`src/rtl/dataram_access_sched_if.sv`:
```
// Request/grant, RAM command and read-response bundle of the data RAM access scheduler.
// master = requester side (MSHR/pipeline and RAM consumer), slave = the scheduler.
interface dataram_access_sched_if #(
    parameter int unsigned NUM_BANK = 4,
    parameter int unsigned ADDR_W   = 10
);
    localparam int unsigned BankW = $clog2(NUM_BANK);

    logic                rxdat_wr_vld;
    logic [BankW-1:0]    rxdat_wr_bank;
    logic [ADDR_W-1:0]   rxdat_wr_addr;
    logic                rxdat_wr_rdy;

    logic                evict_rd_vld;
    logic [BankW-1:0]    evict_rd_bank;
    logic [ADDR_W-1:0]   evict_rd_addr;
    logic                evict_rd_rdy;

    logic                dataram_wr_vld;
    logic [BankW-1:0]    dataram_wr_bank;
    logic [ADDR_W-1:0]   dataram_wr_addr;
    logic                dataram_wr_rdy;

    logic                dataram_rd_vld;
    logic [BankW-1:0]    dataram_rd_bank;
    logic [ADDR_W-1:0]   dataram_rd_addr;
    logic                dataram_rd_rdy;

    logic                ram_en;
    logic                ram_wr;
    logic [BankW-1:0]    ram_bank;
    logic [ADDR_W-1:0]   ram_addr;
    logic [1:0]          ram_src;
    logic                rd_rsp_vld;
    logic [1:0]          rd_rsp_src;
    logic [NUM_BANK-1:0] bank_busy;

    modport master (
        output rxdat_wr_vld, rxdat_wr_bank, rxdat_wr_addr,
        output evict_rd_vld, evict_rd_bank, evict_rd_addr,
        output dataram_wr_vld, dataram_wr_bank, dataram_wr_addr,
        output dataram_rd_vld, dataram_rd_bank, dataram_rd_addr,
        input  rxdat_wr_rdy, evict_rd_rdy, dataram_wr_rdy, dataram_rd_rdy,
        input  ram_en, ram_wr, ram_bank, ram_addr, ram_src,
        input  rd_rsp_vld, rd_rsp_src, bank_busy
    );

    modport slave (
        input  rxdat_wr_vld, rxdat_wr_bank, rxdat_wr_addr,
        input  evict_rd_vld, evict_rd_bank, evict_rd_addr,
        input  dataram_wr_vld, dataram_wr_bank, dataram_wr_addr,
        input  dataram_rd_vld, dataram_rd_bank, dataram_rd_addr,
        output rxdat_wr_rdy, evict_rd_rdy, dataram_wr_rdy, dataram_rd_rdy,
        output ram_en, ram_wr, ram_bank, ram_addr, ram_src,
        output rd_rsp_vld, rd_rsp_src, bank_busy
    );
endinterface

```
`src/rtl/dataram_access_sched.sv`:
```
// Data RAM access scheduler: one command per cycle to a free bank, fixed priority with
// starvation promotion, and read-latency tracking that tags each response with its source.
module dataram_access_sched #(
    parameter int unsigned NUM_BANK      = 4,
    parameter int unsigned ADDR_W        = 10,
    parameter int unsigned BANK_BUSY_CYC = 2,
    parameter int unsigned STARVE_TH     = 8,
    parameter int unsigned RD_LAT        = 2
) (
    input  logic                  clk,
    input  logic                  rst_n,
    dataram_access_sched_if.slave bus_io
);
    localparam int unsigned NumReq = 4;
    localparam int unsigned BankW  = $clog2(NUM_BANK);
    localparam int unsigned WaitW  = $clog2(STARVE_TH + 1);
    localparam int unsigned BusyW  = (BANK_BUSY_CYC > 1) ? $clog2(BANK_BUSY_CYC) : 1;

    logic [NumReq-1:0] req_vld;
    logic [BankW-1:0]  req_bank [NumReq];
    logic [ADDR_W-1:0] req_addr [NumReq];

    logic [BusyW-1:0]    busy_cnt_q [NUM_BANK];
    logic [BusyW-1:0]    busy_cnt_d [NUM_BANK];
    logic [NUM_BANK-1:0] bank_busy;
    logic [WaitW-1:0]    wait_q [NumReq];
    logic [WaitW-1:0]    wait_d [NumReq];

    logic [NumReq-1:0] elig;
    logic [NumReq-1:0] starved;
    logic [NumReq-1:0] gnt;
    logic              gnt_any;
    logic [1:0]        gnt_idx;
    logic [BankW-1:0]  gnt_bank;

    logic              ram_en_q;
    logic              ram_wr_q;
    logic [BankW-1:0]  ram_bank_q;
    logic [ADDR_W-1:0] ram_addr_q;
    logic [1:0]        ram_src_q;
    logic [RD_LAT-1:0] rd_vld_q;
    logic [1:0]        rd_src_q [RD_LAT];

    assign req_vld = {bus_io.dataram_rd_vld, bus_io.dataram_wr_vld,
                      bus_io.evict_rd_vld, bus_io.rxdat_wr_vld};
    assign req_bank[0] = bus_io.rxdat_wr_bank;
    assign req_bank[1] = bus_io.evict_rd_bank;
    assign req_bank[2] = bus_io.dataram_wr_bank;
    assign req_bank[3] = bus_io.dataram_rd_bank;
    assign req_addr[0] = bus_io.rxdat_wr_addr;
    assign req_addr[1] = bus_io.evict_rd_addr;
    assign req_addr[2] = bus_io.dataram_wr_addr;
    assign req_addr[3] = bus_io.dataram_rd_addr;

    always_comb begin
        for (int b = 0; b < NUM_BANK; b++) begin
            bank_busy[b] = (busy_cnt_q[b] != '0);
        end
    end

    always_comb begin
        elig    = '0;
        starved = '0;
        for (int i = 0; i < NumReq; i++) begin
            elig[i]    = req_vld[i] && !bank_busy[req_bank[i]];
            starved[i] = (wait_q[i] == WaitW'(STARVE_TH));
        end
    end

    // Descending scans leave the lowest index standing; the starved pass overrides the plain one.
    always_comb begin
        gnt     = '0;
        gnt_any = 1'b0;
        gnt_idx = '0;
        for (int i = NumReq - 1; i >= 0; i--) begin
            if (elig[i]) begin
                gnt_idx = 2'(i);
                gnt_any = 1'b1;
            end
        end
        for (int i = NumReq - 1; i >= 0; i--) begin
            if (elig[i] && starved[i]) begin
                gnt_idx = 2'(i);
            end
        end
        if (gnt_any) begin
            gnt[gnt_idx] = 1'b1;
        end
    end

    assign gnt_bank = req_bank[gnt_idx];

    always_comb begin
        for (int i = 0; i < NumReq; i++) begin
            wait_d[i] = '0;
            if (req_vld[i] && !gnt[i]) begin
                wait_d[i] = starved[i] ? wait_q[i] : wait_q[i] + WaitW'(1);
            end
        end
    end

    // A fresh grant reloads the counter even if it would otherwise be decrementing.
    always_comb begin
        for (int b = 0; b < NUM_BANK; b++) begin
            busy_cnt_d[b] = busy_cnt_q[b];
            if (gnt_any && (gnt_bank == BankW'(b))) begin
                busy_cnt_d[b] = BusyW'(BANK_BUSY_CYC - 1);
            end else if (busy_cnt_q[b] != '0) begin
                busy_cnt_d[b] = busy_cnt_q[b] - BusyW'(1);
            end
        end
    end

    always_ff @(posedge clk or negedge rst_n) begin
        if (!rst_n) begin
            for (int b = 0; b < NUM_BANK; b++) begin
                busy_cnt_q[b] <= '0;
            end
            for (int i = 0; i < NumReq; i++) begin
                wait_q[i] <= '0;
            end
            ram_en_q   <= 1'b0;
            ram_wr_q   <= 1'b0;
            ram_bank_q <= '0;
            ram_addr_q <= '0;
            ram_src_q  <= '0;
            rd_vld_q   <= '0;
            for (int k = 0; k < RD_LAT; k++) begin
                rd_src_q[k] <= '0;
            end
        end else begin
            busy_cnt_q <= busy_cnt_d;
            wait_q     <= wait_d;
            ram_en_q   <= gnt_any;
            if (gnt_any) begin
                ram_wr_q   <= ~gnt_idx[0];
                ram_bank_q <= gnt_bank;
                ram_addr_q <= req_addr[gnt_idx];
                ram_src_q  <= gnt_idx;
            end
            rd_vld_q[0] <= ram_en_q && !ram_wr_q;
            rd_src_q[0] <= ram_src_q;
            for (int k = 1; k < RD_LAT; k++) begin
                rd_vld_q[k] <= rd_vld_q[k-1];
                rd_src_q[k] <= rd_src_q[k-1];
            end
        end
    end

    assign bus_io.rxdat_wr_rdy   = gnt[0];
    assign bus_io.evict_rd_rdy   = gnt[1];
    assign bus_io.dataram_wr_rdy = gnt[2];
    assign bus_io.dataram_rd_rdy = gnt[3];
    assign bus_io.ram_en         = ram_en_q;
    assign bus_io.ram_wr         = ram_wr_q;
    assign bus_io.ram_bank       = ram_bank_q;
    assign bus_io.ram_addr       = ram_addr_q;
    assign bus_io.ram_src        = ram_src_q;
    assign bus_io.rd_rsp_vld     = rd_vld_q[RD_LAT-1];
    assign bus_io.rd_rsp_src     = rd_src_q[RD_LAT-1];
    assign bus_io.bank_busy      = bank_busy;
endmodule

```
`src/flat_wrapper.sv`:
```
// flat-port wrapper written by rule: the top's interface ports become plain ports
module dataram_access_sched_flat 
#(
    parameter int unsigned NUM_BANK      = 4,
    parameter int unsigned ADDR_W        = 10,
    parameter int unsigned BANK_BUSY_CYC = 2,
    parameter int unsigned STARVE_TH     = 8,
    parameter int unsigned RD_LAT        = 2
)
  (clk, rst_n, bus_io_rxdat_wr_vld, bus_io_rxdat_wr_bank, bus_io_rxdat_wr_addr, bus_io_evict_rd_vld, bus_io_evict_rd_bank, bus_io_evict_rd_addr, bus_io_dataram_wr_vld, bus_io_dataram_wr_bank, bus_io_dataram_wr_addr, bus_io_dataram_rd_vld, bus_io_dataram_rd_bank, bus_io_dataram_rd_addr, bus_io_rxdat_wr_rdy, bus_io_evict_rd_rdy, bus_io_dataram_wr_rdy, bus_io_dataram_rd_rdy, bus_io_ram_en, bus_io_ram_wr, bus_io_ram_bank, bus_io_ram_addr, bus_io_ram_src, bus_io_rd_rsp_vld, bus_io_rd_rsp_src, bus_io_bank_busy);
  dataram_access_sched_if #(.NUM_BANK(NUM_BANK), .ADDR_W(ADDR_W)) bus_io_i ();
  input  logic clk;
  input  logic rst_n;
  input wire logic [$bits(bus_io_i.rxdat_wr_vld)-1:0] bus_io_rxdat_wr_vld;
  input wire logic [$bits(bus_io_i.rxdat_wr_bank)-1:0] bus_io_rxdat_wr_bank;
  input wire logic [$bits(bus_io_i.rxdat_wr_addr)-1:0] bus_io_rxdat_wr_addr;
  input wire logic [$bits(bus_io_i.evict_rd_vld)-1:0] bus_io_evict_rd_vld;
  input wire logic [$bits(bus_io_i.evict_rd_bank)-1:0] bus_io_evict_rd_bank;
  input wire logic [$bits(bus_io_i.evict_rd_addr)-1:0] bus_io_evict_rd_addr;
  input wire logic [$bits(bus_io_i.dataram_wr_vld)-1:0] bus_io_dataram_wr_vld;
  input wire logic [$bits(bus_io_i.dataram_wr_bank)-1:0] bus_io_dataram_wr_bank;
  input wire logic [$bits(bus_io_i.dataram_wr_addr)-1:0] bus_io_dataram_wr_addr;
  input wire logic [$bits(bus_io_i.dataram_rd_vld)-1:0] bus_io_dataram_rd_vld;
  input wire logic [$bits(bus_io_i.dataram_rd_bank)-1:0] bus_io_dataram_rd_bank;
  input wire logic [$bits(bus_io_i.dataram_rd_addr)-1:0] bus_io_dataram_rd_addr;
  output wire logic [$bits(bus_io_i.rxdat_wr_rdy)-1:0] bus_io_rxdat_wr_rdy;
  output wire logic [$bits(bus_io_i.evict_rd_rdy)-1:0] bus_io_evict_rd_rdy;
  output wire logic [$bits(bus_io_i.dataram_wr_rdy)-1:0] bus_io_dataram_wr_rdy;
  output wire logic [$bits(bus_io_i.dataram_rd_rdy)-1:0] bus_io_dataram_rd_rdy;
  output wire logic [$bits(bus_io_i.ram_en)-1:0] bus_io_ram_en;
  output wire logic [$bits(bus_io_i.ram_wr)-1:0] bus_io_ram_wr;
  output wire logic [$bits(bus_io_i.ram_bank)-1:0] bus_io_ram_bank;
  output wire logic [$bits(bus_io_i.ram_addr)-1:0] bus_io_ram_addr;
  output wire logic [$bits(bus_io_i.ram_src)-1:0] bus_io_ram_src;
  output wire logic [$bits(bus_io_i.rd_rsp_vld)-1:0] bus_io_rd_rsp_vld;
  output wire logic [$bits(bus_io_i.rd_rsp_src)-1:0] bus_io_rd_rsp_src;
  output wire logic [$bits(bus_io_i.bank_busy)-1:0] bus_io_bank_busy;
  assign bus_io_i.rxdat_wr_vld = bus_io_rxdat_wr_vld;
  assign bus_io_i.rxdat_wr_bank = bus_io_rxdat_wr_bank;
  assign bus_io_i.rxdat_wr_addr = bus_io_rxdat_wr_addr;
  assign bus_io_i.evict_rd_vld = bus_io_evict_rd_vld;
  assign bus_io_i.evict_rd_bank = bus_io_evict_rd_bank;
  assign bus_io_i.evict_rd_addr = bus_io_evict_rd_addr;
  assign bus_io_i.dataram_wr_vld = bus_io_dataram_wr_vld;
  assign bus_io_i.dataram_wr_bank = bus_io_dataram_wr_bank;
  assign bus_io_i.dataram_wr_addr = bus_io_dataram_wr_addr;
  assign bus_io_i.dataram_rd_vld = bus_io_dataram_rd_vld;
  assign bus_io_i.dataram_rd_bank = bus_io_dataram_rd_bank;
  assign bus_io_i.dataram_rd_addr = bus_io_dataram_rd_addr;
  assign bus_io_rxdat_wr_rdy = bus_io_i.rxdat_wr_rdy;
  assign bus_io_evict_rd_rdy = bus_io_i.evict_rd_rdy;
  assign bus_io_dataram_wr_rdy = bus_io_i.dataram_wr_rdy;
  assign bus_io_dataram_rd_rdy = bus_io_i.dataram_rd_rdy;
  assign bus_io_ram_en = bus_io_i.ram_en;
  assign bus_io_ram_wr = bus_io_i.ram_wr;
  assign bus_io_ram_bank = bus_io_i.ram_bank;
  assign bus_io_ram_addr = bus_io_i.ram_addr;
  assign bus_io_ram_src = bus_io_i.ram_src;
  assign bus_io_rd_rsp_vld = bus_io_i.rd_rsp_vld;
  assign bus_io_rd_rsp_src = bus_io_i.rd_rsp_src;
  assign bus_io_bank_busy = bus_io_i.bank_busy;
  dataram_access_sched #(.NUM_BANK(NUM_BANK), .ADDR_W(ADDR_W), .BANK_BUSY_CYC(BANK_BUSY_CYC), .STARVE_TH(STARVE_TH), .RD_LAT(RD_LAT)) u_core (.clk(clk), .rst_n(rst_n), .bus_io(bus_io_i));
endmodule
```
`config.mk`:
```
export PLATFORM = sky130hd
export DESIGN_NAME = dataram_access_sched_flat
export DESIGN_NICKNAME = d
export VERILOG_FILES = /design/src/rtl/dataram_access_sched_if.sv /design/src/rtl/dataram_access_sched.sv /design/src/flat_wrapper.sv
export SDC_FILE = /design/constraint.sdc
export NUM_CORES = 1
export LEC_CHECK = 0
export BUFFER_PORTS_ARGS = -buffer_cell sky130_fd_sc_hd__buf_2
export CORE_MARGIN = 3
export CORE_UTILIZATION = 54
export DETAILED_ROUTE_END_ITERATION = 8
export PLACE_DENSITY_LB_ADDON = 0.1
export SLEW_MARGIN = 25
export SYNTH_ARGS = -nofsm -noshare
export SYNTH_HDL_FRONTEND = slang
export SYNTH_SLANG_ARGS = --single-unit
```
`constraint.sdc`:
```
create_clock -name clk -period 5.5 [get_ports clk]
set_clock_uncertainty 0.2 [all_clocks]
set_input_delay 0.275 -clock clk [delete_from_list [all_inputs] [get_ports clk]]
set_output_delay 0.275 -clock clk [all_outputs]
set_load 0.01 [all_outputs]
```
==> metrics.csv, run 1 <==
stage,metric,value,unit
logic_synthesis,synth.avg_cell_area,10.6,µm²
sta,max_freq,0.291,GHz
drt,avgRoutedWirePerCell,15.1,µm
drt,vias,1927,
run_status,run_status,"finished, final reports clean",
sta,setup_viol,0,
sta,timing.hold.ws,73.4,ps
global_route,antenna_found_initial,0,
placed_design,post-dp-hpwl,4.04,mm
drt,drtIter0Drc,96,
setup_path,cp_max_fo,17,
job,maxCapViolCount,0,
sta,tns,0,ps
min_path,min_path_type,input port to flop,
die,dieWidth,72.8,µm
setup_path,critPathArrivalTime,2960,ps
sta,slew_viol_final,0,
global_route,grt_pass1_wl,9.16,mm
die,die_h,72.8,µm
cells_and_area,layout.nets,369,
cts,path_clk_slew,80,ps
logic_synthesis,synth_edf_count,0,
global_route,track_usage,0.222,
die,core,4140,µm²
placed_design,gp_congestion,0.829,
drt,drc_errors,0,
cts,worstSkewPairLatency,290,ps
die,start_util,0.581,
cells_and_area,antenna_cells,0,
sta,hold_violations,0,
power_and_ir_drop,power_leakage,1.50,nW
setup_path,path_class,flop to output port,
power_and_ir_drop,power_density,418,nW/µm²
sta,final.min_clock_period,3440,ps
logic_synthesis,synthesis.instances,228,
drt,ant_nets,0,
cts,cts.root.buffer_cell,clkbuf_8,
cts,cts_max_path_buffers,2,
placed_design,port_buffers,80,
cts,cts_tree,done,
cts,clock_sinks,42,
setup_path,worstReg2RegStart,u_core.bus_io.bank_busy[0],
drt,via_per_inst,5.38,
logic_synthesis,synth_warnings,0,
die,dieArea,5300,µm²
setup_path,endpoint_kind,output port,
logic_synthesis,synth_flop_cell,dfrtp_1,
global_route,grt_max_degree,43,
logic_synthesis,synth_fp_nets,290,
power_and_ir_drop,vdd_ir_drop_max,0.201,mV
setup_path,crit_path_end,bus_io_rxdat_wr_rdy,
setup_path,cp-start-kind,flop,
cts,h-tree-depth,2,
logic_synthesis,seq_area_frac_synth,0.436,
cells_and_area,drive_above_1_share,0.341,
global_route,grt_overflow_total,0,
cells_and_area,fillers,343,
die,pin_count,81,
sta,finalCritPeriodShare,0.625,
logic_synthesis,synth-seq-cells,42,
logic_synthesis,ys_types,44,
logic_synthesis,syn-cell-area,2410,µm²
sta,rsz0062_at_grt,false,
die,rows,23,
setup_path,r2r_end,u_core.wait_q[12],
cts,cts_buffers,5,
sta,worst_pin_slew,931,ps
cts,cts_setup_buffers,0,
global_route,grt_pass1_vias,1976,
drt,finalWirelength,5.42,mm
logic_synthesis,ys_async_sr_fraction,1.00,
setup_path,reg2reg_depth,7,
sta,max_slew_margin,0.379,
setup_path,required,5030,ps
setup_path,rrSetupSlack,2500,ps
drt,first_pass_iters,4,
cells_and_area,areaGrowthSynthToFinish,22.5,%
setup_path,crit_start,u_core.bus_io.bank_busy[0],
[cells in the mapped netlist (all sizes together), types with 3 or more instances]
cell,number,area [µm²]
nand3,4,20.0
nor3,4,30.0
o2bb2ai,9,78.8
nand3b,3,22.5
nand2b,6,45.0
xor2,5,43.8
mux2,9,109
and2,3,18.8
buf,8,71.3
nand2,19,71.3
o22ai,4,25.0
clkbuf,3,11.3
nor2b,4,25.0
nor2,20,75.1
xnor2,7,61.3
ha,8,100
a21oi,15,78.8
o22a,4,35.0
inv,9,33.8
mux2i,25,250
dfrtp,42,1050
[final cells by class]
cell class                 instances  area (µm²)  area share
clock buffer                       5        68.8      0.0233
clock inverter                     3        68.8      0.0233
inverter                           9        33.8      0.0114
multi-input combinational        166        1240       0.421
sequential                        42        1050       0.356
tap                               50        62.6      0.0212
timing repair buffer              83         425       0.144
[worst min path at each step]
stage / startpoint / cells after the start / slack, ps / to
3_5_place_dp: u_core.rd_src_q[3] / 0 / 140 / u_core.bus_io.rd_rsp_src[1]
6_report: bus_io_dataram_rd_addr[0] / 3 / 70 / u_core.bus_io.ram_addr[0]
2_1_floorplan: rst_n / 0 / -220 / u_core.bus_io.bank_busy[0]
4_1_cts: bus_io_dataram_rd_addr[0] / 3 / 70 / u_core.bus_io.ram_addr[0]
5_1_grt: bus_io_dataram_rd_addr[7] / 3 / 60 / u_core.bus_io.ram_addr[7]
3_3_place_gp: u_core.rd_src_q[3] / 0 / 130 / u_core.bus_io.rd_rsp_src[1]
[where the power goes]
part / internal [mW] / switching, mW
registers: 0.402 / 0.0605
clock network: 0.182 / 0.110
logic: 0.219 / 0.261
[repair_timing]
action	in CTS	in global routing
setup endpoints to repair	0	0
hold buffers	1	0
gates resized for setup	0	0
endpoints found under the hold margin	42	0
[per-stage QoR]
stage | total power, mW | setup slack [ps] | std cells | utilization | area, µm²
6_report | 1.23 | 2060 | 358 | 0.712 | 2950
5_1_grt | 1.33 | 1830 | 358 | 0.712 | 2950
4_1_cts | 1.24 | 2030 | 358 | 0.712 | 2950
3_5_place_dp | 0.949 | 2360 | 349 | 0.677 | 2800
3_3_place_gp | 0.940 | 2460 | 349 | 0.677 | 2800
2_1_floorplan | 0.801 | 3110 | 228 | - | 2410
[placed cells by master, fill, tap and decap left out, drive strengths merged, types with 3 or more instances in the layout]
master,Yosys,layout
xnor2,7,7
nand3b,3,3
nor2,20,20
nor3,4,4
nand2,19,19
and2,3,3
nor2b,4,4
inv,9,9
clkbuf,3,5
o22ai,4,4
mux2,9,9
mux2i,25,25
buf,8,82
nand2b,6,6
o22a,4,4
xor2,5,5
dfrtp,42,42
a21oi,15,15
nand3,4,4
o2bb2ai,9,9
ha,8,8
[sequential cells by signal (all words and copies together) (netlist names)]
| name | flops |
|---|---|
| u_core.bus_io.bank_busy | 4 |
| u_core.bus_io.ram_wr | 1 |
| u_core.bus_io.ram_src | 2 |
| u_core.bus_io.rd_rsp_src | 2 |
| u_core.bus_io.ram_en | 1 |
| u_core.rd_src_q | 2 |
| u_core.rd_vld_q | 2 |
| u_core.bus_io.ram_bank | 2 |
| u_core.wait_q | 16 |
| u_core.bus_io.ram_addr | 10 |
[kinds of logic (layout without fill, tap and decap cells)]
logic type / Yosys count / in the layout / share of synthesized area
simple gates: 67 / 67 / 0.140
compound gates: 45 / 45 / 0.141
flops: 42 / 42 / 0.436
mux: 34 / 34 / 0.149
buf+inv: 20 / 100 / 0.0483
xor+xnor: 12 / 12 / 0.0436
fa+ha+maj: 8 / 8 / 0.0416
[worst max-delay path, stage by stage, from the launching register on]
cell and delay [ps]:
dfrtp_1 430, mux2_1 330, o22a_1 220, nand4_1 590
inv_2 160, nor2_1 600, and2_1 210, buf_2 130
[per-layer routing]
layer	GRT usage	vias up	part of all wire
li1	-	961	-
met1	0.293	906	0.45
met2	0.364	58	0.48
met3	0.0661	2	0.069
met4	0.0471	0	0.0042
met5	0	-	0
No activity file was read; power rests on OpenSTA's default activity.
==> run 2, diff against run 1 <==
--- a/config.mk
+++ b/config.mk
@@ -7,7 +7,7 @@
 export LEC_CHECK = 0
 export BUFFER_PORTS_ARGS = -buffer_cell sky130_fd_sc_hd__buf_2
 export CORE_MARGIN = 3
-export CORE_UTILIZATION = 54
+export CORE_UTILIZATION = 46
 export DETAILED_ROUTE_END_ITERATION = 8
 export PLACE_DENSITY_LB_ADDON = 0.1
 export SLEW_MARGIN = 25
==> constraint.sdc (replaced) <==
create_clock -name clk -period 2.93 [get_ports clk]
set_clock_uncertainty 0.2 [all_clocks]
set_input_delay 0.1465 -clock clk [delete_from_list [all_inputs] [get_ports clk]]
set_output_delay 0.1465 -clock clk [all_outputs]
set_load 0.01 [all_outputs]
==> run 2 against run 1 <==
The run now ends with negative hold slack left. Final area is 12% higher. Routed wire length is 11% higher. First-iteration DRC count is 50% lower. Core utilization is 3.3 points lower. Critical endpoint is now u_core.bus_io.ram_addr[5]. Highest routed layer unchanged. Combinational power is 120% higher. Global-route usage is 1.7 points lower. Largest power group unchanged.
==> metrics.csv, run 2 (synthesis results as in run 1) <==
stage,metric,value,unit,change
placed_design,place_ws,377,ps,-1980 ps
cts,cts_buffers,5,,unchanged
sta,final.min_clock_period,2830,ps,
min_path,whs_path_depth,3,,unchanged
sta,finalCritPeriodShare,0.966,,
run_status,violations,negative hold slack,,
cells_and_area,final_common_cell,buf_2,,
cells_and_area,most-common-layout-cells,"buf_2 (79), dfrtp_1 (42), mux2i_1 (25), dlygate4sd3_1 (23)",,
sta,tns,0,ps,unchanged
setup_path,worstReg2RegStart,u_core.bus_io.bank_busy[1],,
cts,worstSkewPairLatency,300,ps,about the same
cells_and_area,largest_reg_flops,16,,unchanged
die,dieWidth,78.4,µm,+7.7%
cts,path_clk_slew,80,ps,about the same
placed_design,post-dp-hpwl,4.32,mm,+7.0%
setup_path,r2r_end,u_core.bus_io.ram_addr[5],,
die,dieArea,6140,µm²,+16%
die,rows,25,,+8.7%
run_status,run_status,finished with violations,,
setup_path,reg2reg_depth,8,,+1
sta,slew_viol_final,0,,unchanged
die,die_h,78.4,µm,+7.7%
setup_path,rrSetupSlack,100,ps,-2400 ps
global_route,grt_pass1_vias,2104,,+6.5%
placed_design,port_buffers,80,,unchanged
setup_path,crit_start,u_core.bus_io.bank_busy[1],,
global_route,grt_overflow_total,0,,unchanged
sta,timing.final.ws_setup,99.3,ps,-1960 ps
cells_and_area,final_util,0.679,,-0.0328
min_path,hp-start,bus_io_dataram_rd_addr[9],,
placed_design,numPlacedInstances,371,,+6.3%
cells_and_area,layout.nets,400,,+8.4%
drt,first_pass_iters,4,,unchanged
job,maxCapViolCount,0,,unchanged
sta,timing.hold.ws,-38.4,ps,-112 ps
power_and_ir_drop,power_leakage,1.66,nW,+10%
global_route,grt_pass1_wl,9.92,mm,+8.3%
drt,avgRoutedWirePerCell,14.8,µm,-2.2%
cells_and_area,areaGrowthSynthToFinish,37.7,%,
cts,clock_sinks,42,,unchanged
placed_design,dpl_cell_area,2880,µm²,+2.5%
setup_path,cp-start-kind,flop,,
power_and_ir_drop,finalPower,2.46,mW,+99%
cells_and_area,drive_above_1_share,0.351,,+0.0101
drt,ant_nets,0,,unchanged
cts,cts_max_path_buffers,2,,unchanged
power_and_ir_drop,power_density,742,nW/µm²,+77%
cts,cts_tree,done,,
sta,hold_violations,1,,+1
sta,worst_pin_slew,548,ps,-383 ps
setup_path,cp_max_fo,17,,unchanged
drt,via_per_inst,5.18,,-3.8%
cells_and_area,fin_area,3320,µm²,+12%
drt,drtIter0Drc,48,,-50%
sta,rsz0062_at_grt,false,,
global_route,track_usage,0.205,,-0.0170
cells_and_area,fillers,420,,+22%
drt,vias,2102,,+9.1%
cts,h-tree-depth,2,,unchanged
sta,max_freq,0.353,GHz,
die,start_util,0.494,,-0.0876
setup_path,endpoint_kind,flop,,
drt,finalWirelength,6.01,mm,+11%
cts,cts.root.buffer_cell,clkbuf_8,,
cells_and_area,instances_no_fill,406,,+13%
die,pin_count,81,,unchanged
die,core,4880,µm²,+18%
setup_path,path_class,flop to flop,,
placed_design,gp_congestion,0.805,,-3.0%
global_route,grt_max_degree,43,,unchanged
cells_and_area,antenna_cells,0,,unchanged
setup_path,crit_path_end,u_core.bus_io.ram_addr[5],,
cells_and_area,top_register,u_core.wait_q,,
power_and_ir_drop,vdd_ir_drop_max,0.403,mV,+100%
global_route,antenna_found_initial,0,,unchanged
sta,setup_viol,0,,unchanged
setup_path,critPathArrivalTime,2800,ps,-160 ps
setup_path,required,2900,ps,-2130 ps
sta,max_slew_margin,0.635,,+0.256
min_path,min_path_type,input port to flop,,
drt,drc_errors,0,,unchanged
-- run 2: final cells by class --
type	count	area (µm²)	share of cell area
clock inverters	3	68.8	0.0208
flip-flops and latches	42	1050	0.317
inverters	9	33.8	0.0102
multi-input cells	166	1260	0.381
well taps	67	83.8	0.0253
repair buffers	114	746	0.225
clock buffers	5	68.8	0.0208
-- run 2: metal layers --
metal / part of all wire / wire length (µm) / vias to the layer above / global-route usage
met4: 0.011 / 68 / 0 / 0.0524
li1: - / - / 1028 / -
met3: 0.050 / 299 / 7 / 0.0482
met2: 0.49 / 2940 / 46 / 0.349
met5: 0 / 0 / - / 0
met1: 0.45 / 2700 / 1021 / 0.263
-- run 2: critical path, stage by stage (launching register included) --
cell           delay, ps
dfrtp_1              430
mux2_1               330
o22ai_1              220
o21ai_0              180
a211o_4              380
buf_12               170
mux2i_1              150
dlygate4sd3_1        570
a21oi_1               70
-- run 2: where the power goes --
group / leakage [nW] / internal (mW) / switching (mW)
Clock: 0.0683 / 0.341 / 0.206
Sequential: 0.527 / 0.755 / 0.110
Combinational: 1.06 / 0.518 / 0.528
-- run 2: worst min-delay path by stage --
| stage | end | slack, ps |
|---|---|---|
| final | u_core.bus_io.ram_addr[9] | -40 |
| after CTS | u_core.bus_io.ram_addr[8] | 0.9 |
| after global placement | u_core.bus_io.rd_rsp_src[1] | 130 |
| after global routing | u_core.bus_io.ram_addr[8] | 30 |
| after detailed placement | u_core.rd_vld_q[0] | 140 |
| after floorplan | u_core.bus_io.bank_busy[0] | -350 |
-- run 2: what timing repair did --
action	in CTS	in global routing
buffers inserted	0	3
resized for setup	0	6
hold endpoints to repair	63	0
setup endpoints to repair	0	9
hold buffers	24	0
